File: src/rtl/channel_ctrl.sv
// Per-channel sequencer for one analog channel: arms on a hit, times CSA sample/hold,
// drives the SAR ADC, hands the word downstream over valid/ready, and resets the CSA.
module channel_ctrl #(
    parameter int ADCBITS           = 10,
    parameter int SAMPLE_DELAY      = 2,
    parameter int SAMPLE_CYCLES     = 2,
    parameter int CONV_TIMEOUT      = 32,
    parameter int RESET_CYCLES      = 4,
    parameter int RESET_PERIOD_BITS = 16
) (
    input  logic                         clk,
    input  logic                         reset,
    input  logic                         enable,
    input  logic                         external_trigger,
    input  logic [RESET_PERIOD_BITS-1:0] periodic_reset_cycles,
    input  logic                         hit,
    input  logic                         done,
    input  logic [ADCBITS-1:0]           dout,
    output logic                         csa_reset,
    output logic                         sample,
    output logic                         strobe,
    output logic [ADCBITS-1:0]           event_data,
    output logic                         event_timeout,
    output logic                         event_valid,
    input  logic                         event_ready,
    output logic                         busy
);

    localparam int MAX_A   = (SAMPLE_DELAY > SAMPLE_CYCLES) ? SAMPLE_DELAY : SAMPLE_CYCLES;
    localparam int MAX_B   = (CONV_TIMEOUT > RESET_CYCLES) ? CONV_TIMEOUT : RESET_CYCLES;
    localparam int CNT_MAX = (MAX_A > MAX_B) ? MAX_A : MAX_B;
    localparam int CW      = $clog2(CNT_MAX + 1);

    typedef enum logic [2:0] {
        ST_IDLE,
        ST_HOLD,
        ST_SAMPLE,
        ST_CONVERT,
        ST_OUTPUT,
        ST_RESET_CSA
    } state_t;

    state_t                         state_reg, state_next;
    logic [CW-1:0]                  cnt_reg, cnt_next;
    logic [RESET_PERIOD_BITS-1:0]   idle_cnt_reg;
    logic [1:0]                     async_in;
    logic [1:0]                     meta_reg;
    logic [1:0]                     sync_reg;
    logic                           hit_s;
    logic                           done_s;
    logic                           capture;
    logic                           time_out;

    logic                           csa_reset_reg;
    logic                           sample_reg;
    logic                           strobe_reg;
    logic [ADCBITS-1:0]             event_data_reg;
    logic                           event_timeout_reg;
    logic                           event_valid_reg;
    logic                           busy_reg;

    // Two-flop synchronizers: bit 0 = hit, bit 1 = done
    assign async_in = {done, hit};

    generate
        for (genvar gi = 0; gi < 2; gi++) begin : g_sync
            always_ff @(posedge clk) begin
                if (reset) begin
                    meta_reg[gi] <= 1'b0;
                    sync_reg[gi] <= 1'b0;
                end else begin
                    meta_reg[gi] <= async_in[gi];
                    sync_reg[gi] <= meta_reg[gi];
                end
            end
        end
    endgenerate

    assign hit_s  = sync_reg[0];
    assign done_s = sync_reg[1];

    always_comb begin
        state_next = state_reg;
        cnt_next   = cnt_reg;
        capture    = 1'b0;
        time_out   = 1'b0;
        case (state_reg)
            ST_IDLE: begin
                cnt_next = '0;
                // A trigger in the same cycle as periodic expiry wins
                if (enable && (hit_s || external_trigger)) begin
                    state_next = ST_HOLD;
                    cnt_next   = CW'(SAMPLE_DELAY - 1);
                end else if ((periodic_reset_cycles != '0) &&
                             (idle_cnt_reg >= periodic_reset_cycles - 1'b1)) begin
                    state_next = ST_RESET_CSA;
                    cnt_next   = CW'(RESET_CYCLES - 1);
                end
            end
            ST_HOLD: begin
                if (cnt_reg == '0) begin
                    state_next = ST_SAMPLE;
                    cnt_next   = CW'(SAMPLE_CYCLES - 1);
                end else begin
                    cnt_next = cnt_reg - 1'b1;
                end
            end
            ST_SAMPLE: begin
                if (cnt_reg == '0) begin
                    state_next = ST_CONVERT;
                    cnt_next   = '0;
                end else begin
                    cnt_next = cnt_reg - 1'b1;
                end
            end
            ST_CONVERT: begin
                // cnt_reg counts cycles since strobe; done on the strobe cycle is stale
                if ((cnt_reg != '0) && done_s) begin
                    capture    = 1'b1;
                    state_next = ST_OUTPUT;
                end else if (cnt_reg == CW'(CONV_TIMEOUT - 1)) begin
                    time_out   = 1'b1;
                    state_next = ST_OUTPUT;
                end else begin
                    cnt_next = cnt_reg + 1'b1;
                end
            end
            ST_OUTPUT: begin
                if (event_ready) begin
                    state_next = ST_RESET_CSA;
                    cnt_next   = CW'(RESET_CYCLES - 1);
                end
            end
            ST_RESET_CSA: begin
                if (cnt_reg == '0) begin
                    state_next = ST_IDLE;
                end else begin
                    cnt_next = cnt_reg - 1'b1;
                end
            end
            default: begin
                state_next = ST_RESET_CSA;
                cnt_next   = CW'(RESET_CYCLES - 1);
            end
        endcase
    end

    always_ff @(posedge clk) begin
        if (reset) begin
            state_reg         <= ST_RESET_CSA;
            cnt_reg           <= CW'(RESET_CYCLES - 1);
            idle_cnt_reg      <= '0;
            csa_reset_reg     <= 1'b1;
            sample_reg        <= 1'b0;
            strobe_reg        <= 1'b0;
            event_data_reg    <= '0;
            event_timeout_reg <= 1'b0;
            event_valid_reg   <= 1'b0;
            busy_reg          <= 1'b1;
        end else begin
            state_reg <= state_next;
            cnt_reg   <= cnt_next;
            if ((state_reg == ST_IDLE) && (state_next == ST_IDLE)) begin
                if (idle_cnt_reg != '1) begin
                    idle_cnt_reg <= idle_cnt_reg + 1'b1;
                end
            end else begin
                idle_cnt_reg <= '0;
            end
            // Outputs are registered copies of the upcoming state
            csa_reset_reg   <= (state_next == ST_RESET_CSA);
            sample_reg      <= (state_next == ST_SAMPLE);
            strobe_reg      <= (state_reg != ST_CONVERT) && (state_next == ST_CONVERT);
            event_valid_reg <= (state_next == ST_OUTPUT);
            busy_reg        <= (state_next != ST_IDLE);
            if (capture) begin
                event_data_reg    <= dout;
                event_timeout_reg <= 1'b0;
            end else if (time_out) begin
                event_data_reg    <= '0;
                event_timeout_reg <= 1'b1;
            end
        end
    end

    assign csa_reset     = csa_reset_reg;
    assign sample        = sample_reg;
    assign strobe        = strobe_reg;
    assign event_data    = event_data_reg;
    assign event_timeout = event_timeout_reg;
    assign event_valid   = event_valid_reg;
    assign busy          = busy_reg;

endmodule

File: config.mk
export PLATFORM = sky130hd
export DESIGN_NAME = channel_ctrl
export DESIGN_NICKNAME = d
export VERILOG_FILES = /design/src/rtl/channel_ctrl.sv
export SDC_FILE = /design/constraint.sdc
export NUM_CORES = 1
export LEC_CHECK = 0
export ABC_CLOCK_PERIOD_IN_PS = 9800
export CAP_MARGIN = 20
export CORE_MARGIN = 5
export CORE_UTILIZATION = 30
export CTS_BUF_LIST = sky130_fd_sc_hd__clkbuf_8 sky130_fd_sc_hd__clkbuf_16
export DETAILED_ROUTE_END_ITERATION = 8
export SYNTH_ARGS = -nofsm -noshare
export SYNTH_HDL_FRONTEND = slang
export SYNTH_SLANG_ARGS = --single-unit
File: constraint.sdc
create_clock -name clk -period 9.8 [get_ports clk]
set_clock_uncertainty 0.15 [all_clocks]
set_input_delay 1.96 -clock clk [delete_from_list [all_inputs] [get_ports clk]]
set_output_delay 1.96 -clock clk [all_outputs]
set_load 0.01 [all_outputs]
==> results of run 1 <==
## worst register-to-register path, cell delays in order, from the launching register on
cell and delay, ps:
dfxtp_1 380, inv_1 100, ha_1 200, or4b_4 510
or3_1 350, o21a_1 180, a31o_1 230, or3_1 430
nand4b_4 360, a211oi_1 260
## worst min path at each step
stage | slack, ps | from | cells past startpoint | end
finish | 300 | meta_reg[1] | 1 | done_s
global route | 330 | meta_reg[1] | 1 | done_s
CTS | 300 | meta_reg[1] | 1 | done_s
detailed placement | 280 | meta_reg[1] | 1 | done_s
global placement | 280 | meta_reg[1] | 1 | done_s
floorplan | 260 | meta_reg[1] | 1 | done_s
## kinds of logic after synthesis
kind of cell / after synthesis
simple gates: 153
compound gates: 74
flops: 45
xor+xnor: 25
buf+inv: 21
fa+ha+maj: 21
mux: 5
## layout make-up
type,instances,area share
Clock inverter,3,0.00327
Inverter,11,0.0120
Timing Repair Buffer,49,0.142
Multi-Input combinational cell,278,0.521
Tap cell,111,0.0403
Sequential cell,45,0.262
Clock buffer,5,0.0200
## Yosys cell counts, types with 2 or more instances
cell	count	area [sq um]
o21ai_0	15	75.1
or3_1	5	31.3
inv_1	11	41.3
nand3_1	11	55.1
nor2b_1	11	68.8
a31oi_1	7	43.8
o31ai_1	3	22.5
nand2_1	22	82.6
o21bai_1	2	15.0
mux2i_1	4	40.0
and3_1	4	25.0
o211a_1	2	20.0
buf_6	2	22.5
xnor2_1	18	158
nand2b_1	5	31.3
o21a_1	3	22.5
dfxtp_1	45	901
nor2_1	54	203
nor3_1	18	90.1
a21oi_1	14	70.1
a22oi_1	11	82.6
ha_1	21	263
xor2_1	7	61.3
nand3b_1	2	15.0
or4_1	2	15.0
a211oi_1	5	37.5
clkbuf_1	7	26.3
nand4_1	4	25.0
nor4_1	7	43.8
o22ai_1	2	12.5
## per-layer routing
layer / part of all wire / vias up
met3: 0.035 / 4
met4: 0.0062 / 0
met5: 0 / -
met2: 0.46 / 41
met1: 0.49 / 1202
li1: - / 1341
## stage by stage
stage,instance area [sq um],util,cells,setup slack (ps),power (mW)
2_1_floorplan,2790,-,344,4800,0.289
6_report,3440,0.376,502,4000,0.434
3_5_place_dp,3360,0.368,494,3690,0.328
5_1_grt,3440,0.376,502,3580,0.464
4_1_cts,3440,0.376,502,3980,0.441
3_3_place_gp,3360,0.368,494,3780,0.326
## power breakdown
part	internal, mW	switching [mW]
Clock	0.0477	0.0621
Combinational	0.0557	0.0594
Sequential	0.193	0.0157
Total	0.297	0.137
==> reports/qor.yml, run 1 <==
synth-edff-count: 0
cp-endpoint: "idle_cnt_reg[14]"
grtUsageMet1: 0.177
peakVddDrop_uv: 66.8
ff_latch_area_sq_um: 901
path_cells: "clkdlybuf4s50_1 > nor4_1 > nand3_1 > nor4_1 > xnor2_1 > ha_1 > nand4_1 > o21bai_1 > a2111oi_0 > a31oi_1 > nor2_1 > nand4b_4 > a211oi_1"
antenna_left: 0
yosysSeqAreaShare: 0.323
timing.final.crit_period_ps: 5800
finalHoldViolCount: 0
clk_latency_ps: 290
worstSetupStartpoint: "periodic_reset_cycles[2]"
syn_to_final_growth_pct: 23.4
grt_overflow: 0
drt_iter0_drc: 169
routed_wl_mm: 7.06
r2r_slack_ps: 6570
syn-instance-count: 344
synth-compound-area-share: 0.175
max_slew.worst_pin.slew_ps: 755
cp.required_ps: 9850
startpoint_type: "primary input"
multi_input_area_sq_um: 1800
clk_pin_slew_ps: 80
synth_cell_types: 50
h-tree-depth: 2
final_nets: 444
synthSimpleGateAreaFrac: 0.277
met3_usage: 0.0225
reg2regPathDepth: 9
hold_buffers: 0
drv_cap: 0
timing.fmax_mhz: 172
avgSynthCellArea_sq_um: 8.11
final-setup-viol-count: 0
synth_seq_cells: 45
io_pins: 49
grt_util_met2: 0.200
ys_async_sr_fraction: 0
numCtsBuffers: 5
largest_register_ffs: 16
post_drt_via_cell_ratio: 5.16
path_buf_inv: 1
dpl.hpwl_mm: 5.60
grt_max_degree: 29
grt_usage: 0.125
antenna_found_initial: 0
synthAdderAreaFrac: 0.0941
path_common_cell: "nor4_1"
synth.area.mux_share: 0.0184
status: "finished clean"
critPathMaxStageDelay_ps: 550
power_density_nw_per_um2: 126
grt_pass1_wl_mm: 11.8
cts_buffer_depth: 2
root_buffer: "clkbuf_8"
cts_tree: "yes"
critPathArrivalTime_ps: 5850
die_y_um: 106
postCtsSetupRepairBufs: 0
hp-class: "reg -> reg"
setup_tns_ps: 0
drive_gt1_frac: 0.0307
drc: 0
top_usage_layer: "met2"
port_buffers: 48
initial_core_util: 0.305
grt_pass1_vias: 2372
cts.sinks: 45
worstPathMaxFanout: 16
cts_resized: 0
synthXorXnorAreaFrac: 0.0784
layout_commonest_cell: "nor2_1"
rr_startpoint: "cnt_reg[0]"
crit_cells: 13
rsz0062_at_grt: "false"
fin_crit_sh: 0.592
antennaDiodeCount: 0
wl_per_cell_um: 14.1
core-area_sq_um: 9150
firstDrtPassIters: 4
gp_congestion: 0.897
relSlewSlack: 0.494
syn_nets: 398
die_x_um: 106
crit_slowest_cell: "nor4_1"
die_area_sq_um: 11300
cp_top_family: "simple AND/OR/NAND/NOR gates"
rows: 35
num_vias: 2588
drv_slew: 0
crit_type: "in -> reg"
fillers: 926
synth_area_sq_um: 2790
layout_common_cells: "nor2_1 (54), clkdlybuf4s50_1 (48), dfxtp_1 (45), nand2_1 (22), ha_1 (21)"
crit_path_end_kind: "flip-flop"
synth_top_family_by_area: "simple AND/OR/NAND/NOR gates"
whs_ps: 296
ys.flop_type: "dfxtp_1"
leakage_nw: 1.26
r2r-end: "idle_cnt_reg[14]"
yosysWarningCount: 0
(Power assumes the default switching activity.)
==> inputs of run 2 (changes only) <==
--- a/config.mk
+++ b/config.mk
@@ -5,7 +5,7 @@
 export SDC_FILE = /design/constraint.sdc
 export NUM_CORES = 1
 export LEC_CHECK = 0
-export ABC_CLOCK_PERIOD_IN_PS = 9800
+export ABC_CLOCK_PERIOD_IN_PS = 5900
 export CAP_MARGIN = 20
 export CORE_MARGIN = 5
 export CORE_UTILIZATION = 30
==> constraint.sdc (replaced) <==
create_clock -name clk -period 5.9 [get_ports clk]
set_clock_uncertainty 0.15 [all_clocks]
set_input_delay 1.18 -clock clk [delete_from_list [all_inputs] [get_ports clk]]
set_output_delay 1.18 -clock clk [all_outputs]
set_load 0.01 [all_outputs]
==> reports/qor.yml, run 2 (synthesis results as in run 1) <==
crit_type: "in -> reg"
fin_crit_sh: 0.850
timing.final.crit_period_ps: 5020
drc: 0
hold_end: "done_s"
startpoint_type: "primary input"
antenna_found_initial: 0
max_slew.worst_pin.slew_ps: 752
die_y_um: 106
cts_tree: "yes"
cts_buffer_depth: 2
routed_wl_mm: 7.00
leakage_nw: 1.26
final_util: 0.376
cts_resized: 0
power_density_nw_per_um2: 210
hold_buffers: 0
multi_input_area_sq_um: 1800
relSlewSlack: 0.497
final-setup-viol-count: 0
worstHoldPathCells: 1
status: "finished clean"
ff_latch_area_sq_um: 901
reg2regPathDepth: 9
grt_pass1_wl_mm: 11.3
r2r_slack_ps: 2690
largest_register_ffs: 16
peakVddDrop_uv: 89.9
worstPathMaxFanout: 16
numCtsBuffers: 5
cp.required_ps: 5970
dp.cells: 494
postCtsSetupRepairBufs: 0
grt_usage: 0.122
timing.fmax_mhz: 199
setup_tns_ps: 0
drive_gt1_frac: 0.0307
syn_to_final_growth_pct: 23.4
post_drt_via_cell_ratio: 5.23
rr_startpoint: "cnt_reg[0]"
firstDrtPassIters: 4
rows: 35
die_area_sq_um: 11300
hp-class: "reg -> reg"
grt_overflow: 0
layout_common_cells: "nor2_1 (54), clkdlybuf4s50_1 (48), dfxtp_1 (45), nand2_1 (22), ha_1 (21)"
clk_pin_slew_ps: 80
stdcell_count: 502
drv_cap: 0
gp_congestion: 0.898
layout_commonest_cell: "nor2_1"
rsz0062_at_grt: "false"
cts.sinks: 45
clk_latency_ps: 300
crit_path_end_kind: "flip-flop"
antennaDiodeCount: 0
antenna_left: 0
drv_slew: 0
num_vias: 2627
drt_iter0_drc: 127
grt_max_degree: 29
die_x_um: 106
dpl.hpwl_mm: 5.54
r2r-end: "idle_cnt_reg[14]"
initial_core_util: 0.305
io_pins: 49
worstHoldStart: "meta_reg[1]"
core-area_sq_um: 9150
port_buffers: 48
root_buffer: "clkbuf_8"
critPathArrivalTime_ps: 5080
h-tree-depth: 2
wl_per_cell_um: 13.9
fillers: 924
grt_pass1_vias: 2340
p_total_uw: 723
finalHoldViolCount: 0
final_nets: 444
==> run 2: critical path, stage by stage <==
cell and delay (ps):
clkdlybuf4s50_1 490, nor4_1 550, nand3_1 230, nor4_1 280
xnor2_1 160, ha_1 260, nand4_1 160, o21bai_1 120
a2111oi_0 510, a31oi_1 240, nor2_1 350, nand4b_4 300
a211oi_1 240
==> run 2: worst max-delay path by stage <==
stage,startpoint,to,cells after the start
floorplan,periodic_reset_cycles[2],idle_cnt_reg[1],13
finish,periodic_reset_cycles[2],idle_cnt_reg[14],13
global placement,periodic_reset_cycles[2],idle_cnt_reg[14],13
detailed placement,periodic_reset_cycles[2],idle_cnt_reg[15],13
CTS,periodic_reset_cycles[2],idle_cnt_reg[14],13
global route,periodic_reset_cycles[2],idle_cnt_reg[14],13
==> run 2: final cells by class <==
cell class / instances / area share
repair buffers: 49 / 0.142
clock buffers: 5 / 0.0200
flip-flops and latches: 45 / 0.262
clock inverters: 3 / 0.00327
well taps: 111 / 0.0403
multi-input cells: 278 / 0.521
inverters: 11 / 0.0120
==> run 2: power breakdown <==
part | internal [mW] | switching (mW) | leakage [nW]
registers | 0.321 | 0.0264 | 0.364
logic | 0.0925 | 0.0984 | 0.849
clock network | 0.0792 | 0.105 | 0.0519
==> run 2: per-stage QoR <==
stage | instance area (sq um) | setup WS [ps] | hold slack (ps)
after floorplan | 2790 | 1680 | 264
after global placement | 3360 | 665 | 281
after detailed placement | 3360 | 635 | 279
after CTS | 3440 | 923 | 299
after global routing | 3440 | 469 | 318
final | 3440 | 883 | 295
==> run 2: layer usage <==
layer	global-route usage	part of all wire	vias up
met2	0.192	0.47	52
met4	0.0311	0.011	0
li1	-	-	1339
met3	0.0316	0.044	9
met5	0	0	-
met1	0.168	0.48	1227
